File: src/rtl/sram_track_arbiter_if.sv
// Requester and SRAM command/return bus shared between the track-buffer
// arbiter (slave) and its environment: the two engines plus the SRAM (master).
interface sram_track_arbiter_if #(
    parameter int AW = 13,
    parameter int DW = 8
);
    logic          d_req, d_we, d_ack, d_rvalid;
    logic [AW-1:0] d_addr;
    logic [DW-1:0] d_wdata, d_rdata;
    logic          h_req, h_we, h_ack, h_rvalid;
    logic [AW-1:0] h_addr;
    logic [DW-1:0] h_wdata, h_rdata;
    logic [AW-1:0] sram_addr;
    logic [DW-1:0] sram_din, sram_dout;
    logic          sram_rw, sram_en;

    modport master (
        output d_req, d_we, d_addr, d_wdata, h_req, h_we, h_addr, h_wdata, sram_dout,
        input  d_ack, d_rvalid, d_rdata, h_ack, h_rvalid, h_rdata,
        input  sram_addr, sram_din, sram_rw, sram_en
    );

    modport slave (
        input  d_req, d_we, d_addr, d_wdata, h_req, h_we, h_addr, h_wdata, sram_dout,
        output d_ack, d_rvalid, d_rdata, h_ack, h_rvalid, h_rdata,
        output sram_addr, sram_din, sram_rw, sram_en
    );
endinterface

File: src/rtl/sram_track_arbiter.sv
// Shares the single-port track-buffer SRAM between the real-time disk engine
// and the best-effort host engine; host is guaranteed service after STARVE_LIMIT losses.
module sram_track_arbiter #(
    parameter int AW           = 13,
    parameter int DW           = 8,
    parameter int STARVE_LIMIT = 4
) (
    input  logic clk,
    input  logic rst,
    sram_track_arbiter_if.slave bus
);
    localparam logic [3:0] LIMIT = 4'(STARVE_LIMIT);

    logic [3:0]    starve_q, starve_d;
    logic          d_ack, h_ack, xfer;
    logic          sel_we;
    logic [AW-1:0] sel_addr;
    logic [DW-1:0] sel_wdata;

    logic          en_q, rw_q;
    logic [AW-1:0] addr_q;
    logic [DW-1:0] din_q;
    // Tag pipeline: [1] = command stage, [2] = SRAM access stage.
    logic [2:1]    vld_pipe_q;
    logic [2:1]    port_pipe_q;
    logic          d_rvalid_q, h_rvalid_q;
    logic [DW-1:0] d_rdata_q, h_rdata_q;

    always_comb begin
        d_ack = 1'b0;
        h_ack = 1'b0;
        if (!rst) begin
            if (bus.h_req && (!bus.d_req || starve_q == LIMIT)) h_ack = 1'b1;
            else if (bus.d_req)                                  d_ack = 1'b1;
        end
    end

    assign xfer      = d_ack | h_ack;
    assign sel_we    = h_ack ? bus.h_we    : bus.d_we;
    assign sel_addr  = h_ack ? bus.h_addr  : bus.d_addr;
    assign sel_wdata = h_ack ? bus.h_wdata : bus.d_wdata;

    always_comb begin
        starve_d = 4'd0;
        if (bus.h_req && !h_ack)
            starve_d = (starve_q == LIMIT) ? LIMIT : starve_q + 4'd1;
    end

    always_ff @(posedge clk or posedge rst) begin
        if (rst) begin
            starve_q    <= 4'd0;
            en_q        <= 1'b1;
            rw_q        <= 1'b1;
            addr_q      <= '0;
            din_q       <= '0;
            vld_pipe_q  <= '0;
            port_pipe_q <= '0;
            d_rvalid_q  <= 1'b0;
            h_rvalid_q  <= 1'b0;
            d_rdata_q   <= '0;
            h_rdata_q   <= '0;
        end else begin
            starve_q <= starve_d;
            if (xfer) begin
                en_q   <= 1'b0;
                rw_q   <= ~sel_we;
                addr_q <= sel_addr;
                din_q  <= sel_wdata;
            end else begin
                en_q <= 1'b1;
                rw_q <= 1'b1;
            end
            vld_pipe_q  <= {vld_pipe_q[1], xfer & ~sel_we};
            port_pipe_q <= {port_pipe_q[1], h_ack};
            // sram_dout is only sampled for a tagged read, so idle high-Z never lands in rdata.
            d_rvalid_q <= vld_pipe_q[2] & ~port_pipe_q[2];
            h_rvalid_q <= vld_pipe_q[2] &  port_pipe_q[2];
            if (vld_pipe_q[2] && !port_pipe_q[2]) d_rdata_q <= bus.sram_dout;
            if (vld_pipe_q[2] &&  port_pipe_q[2]) h_rdata_q <= bus.sram_dout;
        end
    end

    assign bus.d_ack     = d_ack;
    assign bus.h_ack     = h_ack;
    assign bus.d_rvalid  = d_rvalid_q;
    assign bus.h_rvalid  = h_rvalid_q;
    assign bus.d_rdata   = d_rdata_q;
    assign bus.h_rdata   = h_rdata_q;
    assign bus.sram_addr = addr_q;
    assign bus.sram_din  = din_q;
    assign bus.sram_rw   = rw_q;
    assign bus.sram_en   = en_q;
endmodule
File: src/flat_wrapper.sv
// flat-port wrapper written by rule: the top's interface ports become plain ports
module sram_track_arbiter_flat 
#(
    parameter int AW           = 13,
    parameter int DW           = 8,
    parameter int STARVE_LIMIT = 4
)
  (clk, rst, bus_d_req, bus_d_we, bus_d_addr, bus_d_wdata, bus_h_req, bus_h_we, bus_h_addr, bus_h_wdata, bus_sram_dout, bus_d_ack, bus_d_rvalid, bus_d_rdata, bus_h_ack, bus_h_rvalid, bus_h_rdata, bus_sram_addr, bus_sram_din, bus_sram_rw, bus_sram_en);
  sram_track_arbiter_if #(.AW(AW), .DW(DW)) bus_i ();
  input  logic clk;
  input  logic rst;
  input wire logic [$bits(bus_i.d_req)-1:0] bus_d_req;
  input wire logic [$bits(bus_i.d_we)-1:0] bus_d_we;
  input wire logic [$bits(bus_i.d_addr)-1:0] bus_d_addr;
  input wire logic [$bits(bus_i.d_wdata)-1:0] bus_d_wdata;
  input wire logic [$bits(bus_i.h_req)-1:0] bus_h_req;
  input wire logic [$bits(bus_i.h_we)-1:0] bus_h_we;
  input wire logic [$bits(bus_i.h_addr)-1:0] bus_h_addr;
  input wire logic [$bits(bus_i.h_wdata)-1:0] bus_h_wdata;
  input wire logic [$bits(bus_i.sram_dout)-1:0] bus_sram_dout;
  output wire logic [$bits(bus_i.d_ack)-1:0] bus_d_ack;
  output wire logic [$bits(bus_i.d_rvalid)-1:0] bus_d_rvalid;
  output wire logic [$bits(bus_i.d_rdata)-1:0] bus_d_rdata;
  output wire logic [$bits(bus_i.h_ack)-1:0] bus_h_ack;
  output wire logic [$bits(bus_i.h_rvalid)-1:0] bus_h_rvalid;
  output wire logic [$bits(bus_i.h_rdata)-1:0] bus_h_rdata;
  output wire logic [$bits(bus_i.sram_addr)-1:0] bus_sram_addr;
  output wire logic [$bits(bus_i.sram_din)-1:0] bus_sram_din;
  output wire logic [$bits(bus_i.sram_rw)-1:0] bus_sram_rw;
  output wire logic [$bits(bus_i.sram_en)-1:0] bus_sram_en;
  assign bus_i.d_req = bus_d_req;
  assign bus_i.d_we = bus_d_we;
  assign bus_i.d_addr = bus_d_addr;
  assign bus_i.d_wdata = bus_d_wdata;
  assign bus_i.h_req = bus_h_req;
  assign bus_i.h_we = bus_h_we;
  assign bus_i.h_addr = bus_h_addr;
  assign bus_i.h_wdata = bus_h_wdata;
  assign bus_i.sram_dout = bus_sram_dout;
  assign bus_d_ack = bus_i.d_ack;
  assign bus_d_rvalid = bus_i.d_rvalid;
  assign bus_d_rdata = bus_i.d_rdata;
  assign bus_h_ack = bus_i.h_ack;
  assign bus_h_rvalid = bus_i.h_rvalid;
  assign bus_h_rdata = bus_i.h_rdata;
  assign bus_sram_addr = bus_i.sram_addr;
  assign bus_sram_din = bus_i.sram_din;
  assign bus_sram_rw = bus_i.sram_rw;
  assign bus_sram_en = bus_i.sram_en;
  sram_track_arbiter #(.AW(AW), .DW(DW), .STARVE_LIMIT(STARVE_LIMIT)) u_core (.clk(clk), .rst(rst), .bus(bus_i));
endmodule
File: config.mk
export PLATFORM = sky130hd
export DESIGN_NAME = sram_track_arbiter_flat
export DESIGN_NICKNAME = d
export VERILOG_FILES = /design/src/rtl/sram_track_arbiter_if.sv /design/src/rtl/sram_track_arbiter.sv /design/src/flat_wrapper.sv
export SDC_FILE = /design/constraint.sdc
export NUM_CORES = 1
export LEC_CHECK = 0
export CAP_MARGIN = 20
export CORE_MARGIN = 1.5
export CORE_UTILIZATION = 40
export CTS_CLUSTER_DIAMETER = 60
export CTS_CLUSTER_SIZE = 28
export DETAILED_ROUTE_END_ITERATION = 8
export DONT_BUFFER_PORTS = 1
export PLACE_DENSITY_LB_ADDON = 0.12
export SYNTH_ARGS = -nofsm -noshare
export SYNTH_HDL_FRONTEND = slang
export SYNTH_SLANG_ARGS = --single-unit
File: constraint.sdc
create_clock -name clk -period 3.8 [get_ports clk]
set_input_delay 0.19 -clock clk [delete_from_list [all_inputs] [get_ports clk]]
set_output_delay 0.19 -clock clk [all_outputs]
set_load 0.05 [all_outputs]
==> flow_metrics.py <==
metrics = {
    "min_path": {
        "hold_path_class": "primary input to register",
    },
    "pwr": {
        "powerDensity_nw_per_um2": 627.7,
        "p_leak_nw": 1.130,
        "ir_drop_mv": 0.2798,
    },
    "logic_synthesis": {
        "synth_seq_area_share": 0.5583,
        "ys_warn_count": 0,
        "synth-seq-cells": 49,
        "synthArstFlopShare": 1.000,
        "synth_area_per_cell_sq_um": 15.28,
        "synth_edf_count": 0,
        "synth_flop_cell": "dfrtp_1",
        "synth_fp_nets": 202,
        "synth_cell_type_count": 24,
        "syn_inst": 144,
        "synth_area_sq_um": 2201,
    },
    "clock_network": {
        "cts_tree": "built",
        "cts_sinks": 49,
        "cts.clk_slew.worst_paths_ns": 0.09,
        "htreeDepth": 2,
        "clock_latency_ns": 0.29,
        "cts.path.max_buffers": 2,
        "clockRootBuffer": "clkbuf_8",
        "cts_made_buffers": 5,
        "post_cts_resized": 0,
    },
    "place": {
        "place_hpwl_um": 2932,
        "gp_congestion": 0.7257,
        "portBuffers": 0,
    },
    "timing": {
        "holdWs_ns": 0.03571,
        "max_slew_margin": 0.3987,
        "min_period_ns": 2.275,
        "setup_viol": 0,
        "fin_crit_sh": 0.5987,
        "fin_setup_tns_ns": 0,
        "rsz0062_at_grt": "false",
        "clock_skew_ns": 0.007535,
        "finalHoldViolations": 0,
        "max_freq_ghz": 0.4395,
        "drv_slew": 0,
        "worstMarginPinSlew_ns": 0.8986,
    },
    "cells_and_area": {
        "fillers": 474,
        "final_common_cell": "dfrtp_1",
        "antennaDiodeCount": 0,
        "areaGrowthSynthToFinish_pct": 10.12,
        "final_nets": 209,
        "final_cell_mix": "dfrtp_1 (47), mux2_2 (42), mux2_4 (16)",
        "drive_above_1_share": 0.4803,
    },
    "detailed_routing": {
        "antenna_left": 0,
        "wl_per_cell_um": 18.12,
        "vias": 1202,
        "drcViolationCount": 0,
        "drtIter0Drc": 30,
        "via_per_inst": 5.414,
        "wl_um": 4023,
        "dr.pass1.iters": 4,
    },
    "critical_path": {
        "cp-startpoint": "u_core.starve_q[0]",
        "timing.reg2reg.setup_slack_ns": 1.67,
        "arrival_ns": 2.09,
        "critPathKind": "register to primary output",
        "startpoint_type": "register",
        "ff2ff_path_depth": 6,
        "critPathRequiredTime_ns": 3.61,
        "reg2reg_to": "u_core.bus.sram_din[2]",
        "rr_startpoint": "u_core.starve_q[0]",
        "critical_path.endpoint": "bus_h_ack",
        "cp-end-kind": "primary output",
        "cp_max_fo": 11,
    },
    "global_routing": {
        "grt_pass1_wl_um": 6375,
        "grt_pass1_vias": 1369,
        "grt_usage": 0.1388,
        "grt_overflow": 0,
        "antenna_found_initial": 0,
        "grt_max_degree": 52,
    },
    "die": {
        "die_y_um": 77.18,
        "chipWidth_um": 77.18,
        "start_util": 0.4228,
        "row_count": 26,
        "core_sq_um": 5205,
        "die_area_sq_um": 5956,
        "ios": 99,
    },
    "outcome": {
        "status": "complete, no violations",
    },
    "job": {
        "cap_violations": 0,
    },
}
cell type report:
cell class / count / area [sq um] / share of cell area
Timing Repair Buffer: 7 / 78.83 / 0.03252
Clock inverter: 1 / 30.03 / 0.01239
Multi-Input combinational cell: 81 / 885.9 / 0.3655
Sequential cell: 49 / 1229 / 0.5070
Clock buffer: 7 / 86.33 / 0.03562
Tap cell: 70 / 87.58 / 0.03614
Inverter: 7 / 26.28 / 0.01084
worst max-delay path, cell delays in order, from the launching register on:
cell	delay, ns
dfrtp_1	0.42
inv_1	0.07
ha_1	0.21
nand3b_4	0.10
a211o_1	0.52
inv_1	0.46
registers in the layout, indices dropped and copies added (netlist names):
| name | count |
|---|---|
| u_core.bus.d_rdata | 8 |
| u_core.bus.d_rvalid | 1 |
| u_core.bus.h_rdata | 8 |
| u_core.bus.h_rvalid | 1 |
| u_core.bus.sram_addr | 13 |
| u_core.bus.sram_din | 8 |
| u_core.bus.sram_en | 1 |
| u_core.bus.sram_rw | 1 |
| u_core.port_pipe_q | 2 |
| u_core.starve_q | 4 |
| u_core.vld_pipe_q | 2 |
cell usage after synthesis (2+ instances only):
library cell   n  area (sq um)
dfrtp_1       47          1176
mux2_2        42         473.0
mux2_4        16         240.2
inv_1          7         26.28
nor2_1         4         15.01
nand2b_1       3         18.77
buf_2          2         10.01
buf_6          2         22.52
clkbuf_1       2         7.510
dfstp_2        2         52.55
ha_1           2         25.02
nand3_1        2         10.01
o2111a_1       2         22.52
repair_timing:
item / CTS / global route
endpoints found under the hold margin: 3 / 10
buffers inserted: 0 / 0
endpoints found under the setup margin: 0 / 0
hold buffers: 3 / 1
per-layer routing:
layer,wire (um),track usage
met1,1435,0.1422
met2,2134,0.2447
met3,383,0.05357
met4,69,0.06909
met5,0,0
power breakdown:
group | switching [W] | internal [W]
Clock | 0.000160 | 0.000215
Sequential | 0.000359 | 0.000604
Combinational | 0.0000635 | 0.000120
Total | 0.000582 | 0.000939
metrics by stage:
| step | instances | power [W] | setup WS, ns | utilization | instance area (sq um) |
|---|---|---|---|---|---|
| global route | 222 | 0.001581 | 1.401 | 0.4656 | 2424 |
| global placement | 208 | 0.001144 | 1.762 | 0.4296 | 2236 |
| detailed placement | 208 | 0.001156 | 1.655 | 0.4296 | 2236 |
| finish | 222 | 0.001521 | 1.525 | 0.4656 | 2424 |
| floorplan | 144 | 0.001117 | 1.935 | - | 2201 |
| CTS | 219 | 0.001534 | 1.494 | 0.4577 | 2382 |
kinds of logic (layout without fill, tap and decap cells):
group                      Yosys count  count (layout)  share of synthesized area
DFF                                 49              49                     0.5583
xor gates and xnor gates             1               1                   0.003980
and+or+nand+nor                     13              13                    0.03639
adders and majority gates            2               2                    0.01137
muxes                               59              59                     0.3286
AOI/OAI and AO/OA                    6               6                    0.02217
buffers and inverters               14              22                    0.03923
worst min path at each step:
| stage | cells past startpoint | slack [ns] | end | startpoint |
|---|---|---|---|---|
| finish | 1 | 0.04 | u_core.bus.sram_addr[3] | bus_h_addr[3] |
| global route | 1 | 0.02 | u_core.bus.sram_addr[3] | bus_h_addr[3] |
| CTS | 1 | 0.02 | u_core.starve_q[2] | bus_h_req |
| detailed placement | 1 | 0.25 | u_core.bus.sram_rw | bus_h_we |
| global placement | 1 | 0.25 | u_core.bus.sram_rw | bus_h_we |
| floorplan | 1 | 0.24 | u_core.bus.sram_rw | bus_h_we |
Power figures use the tool's default switching activity.
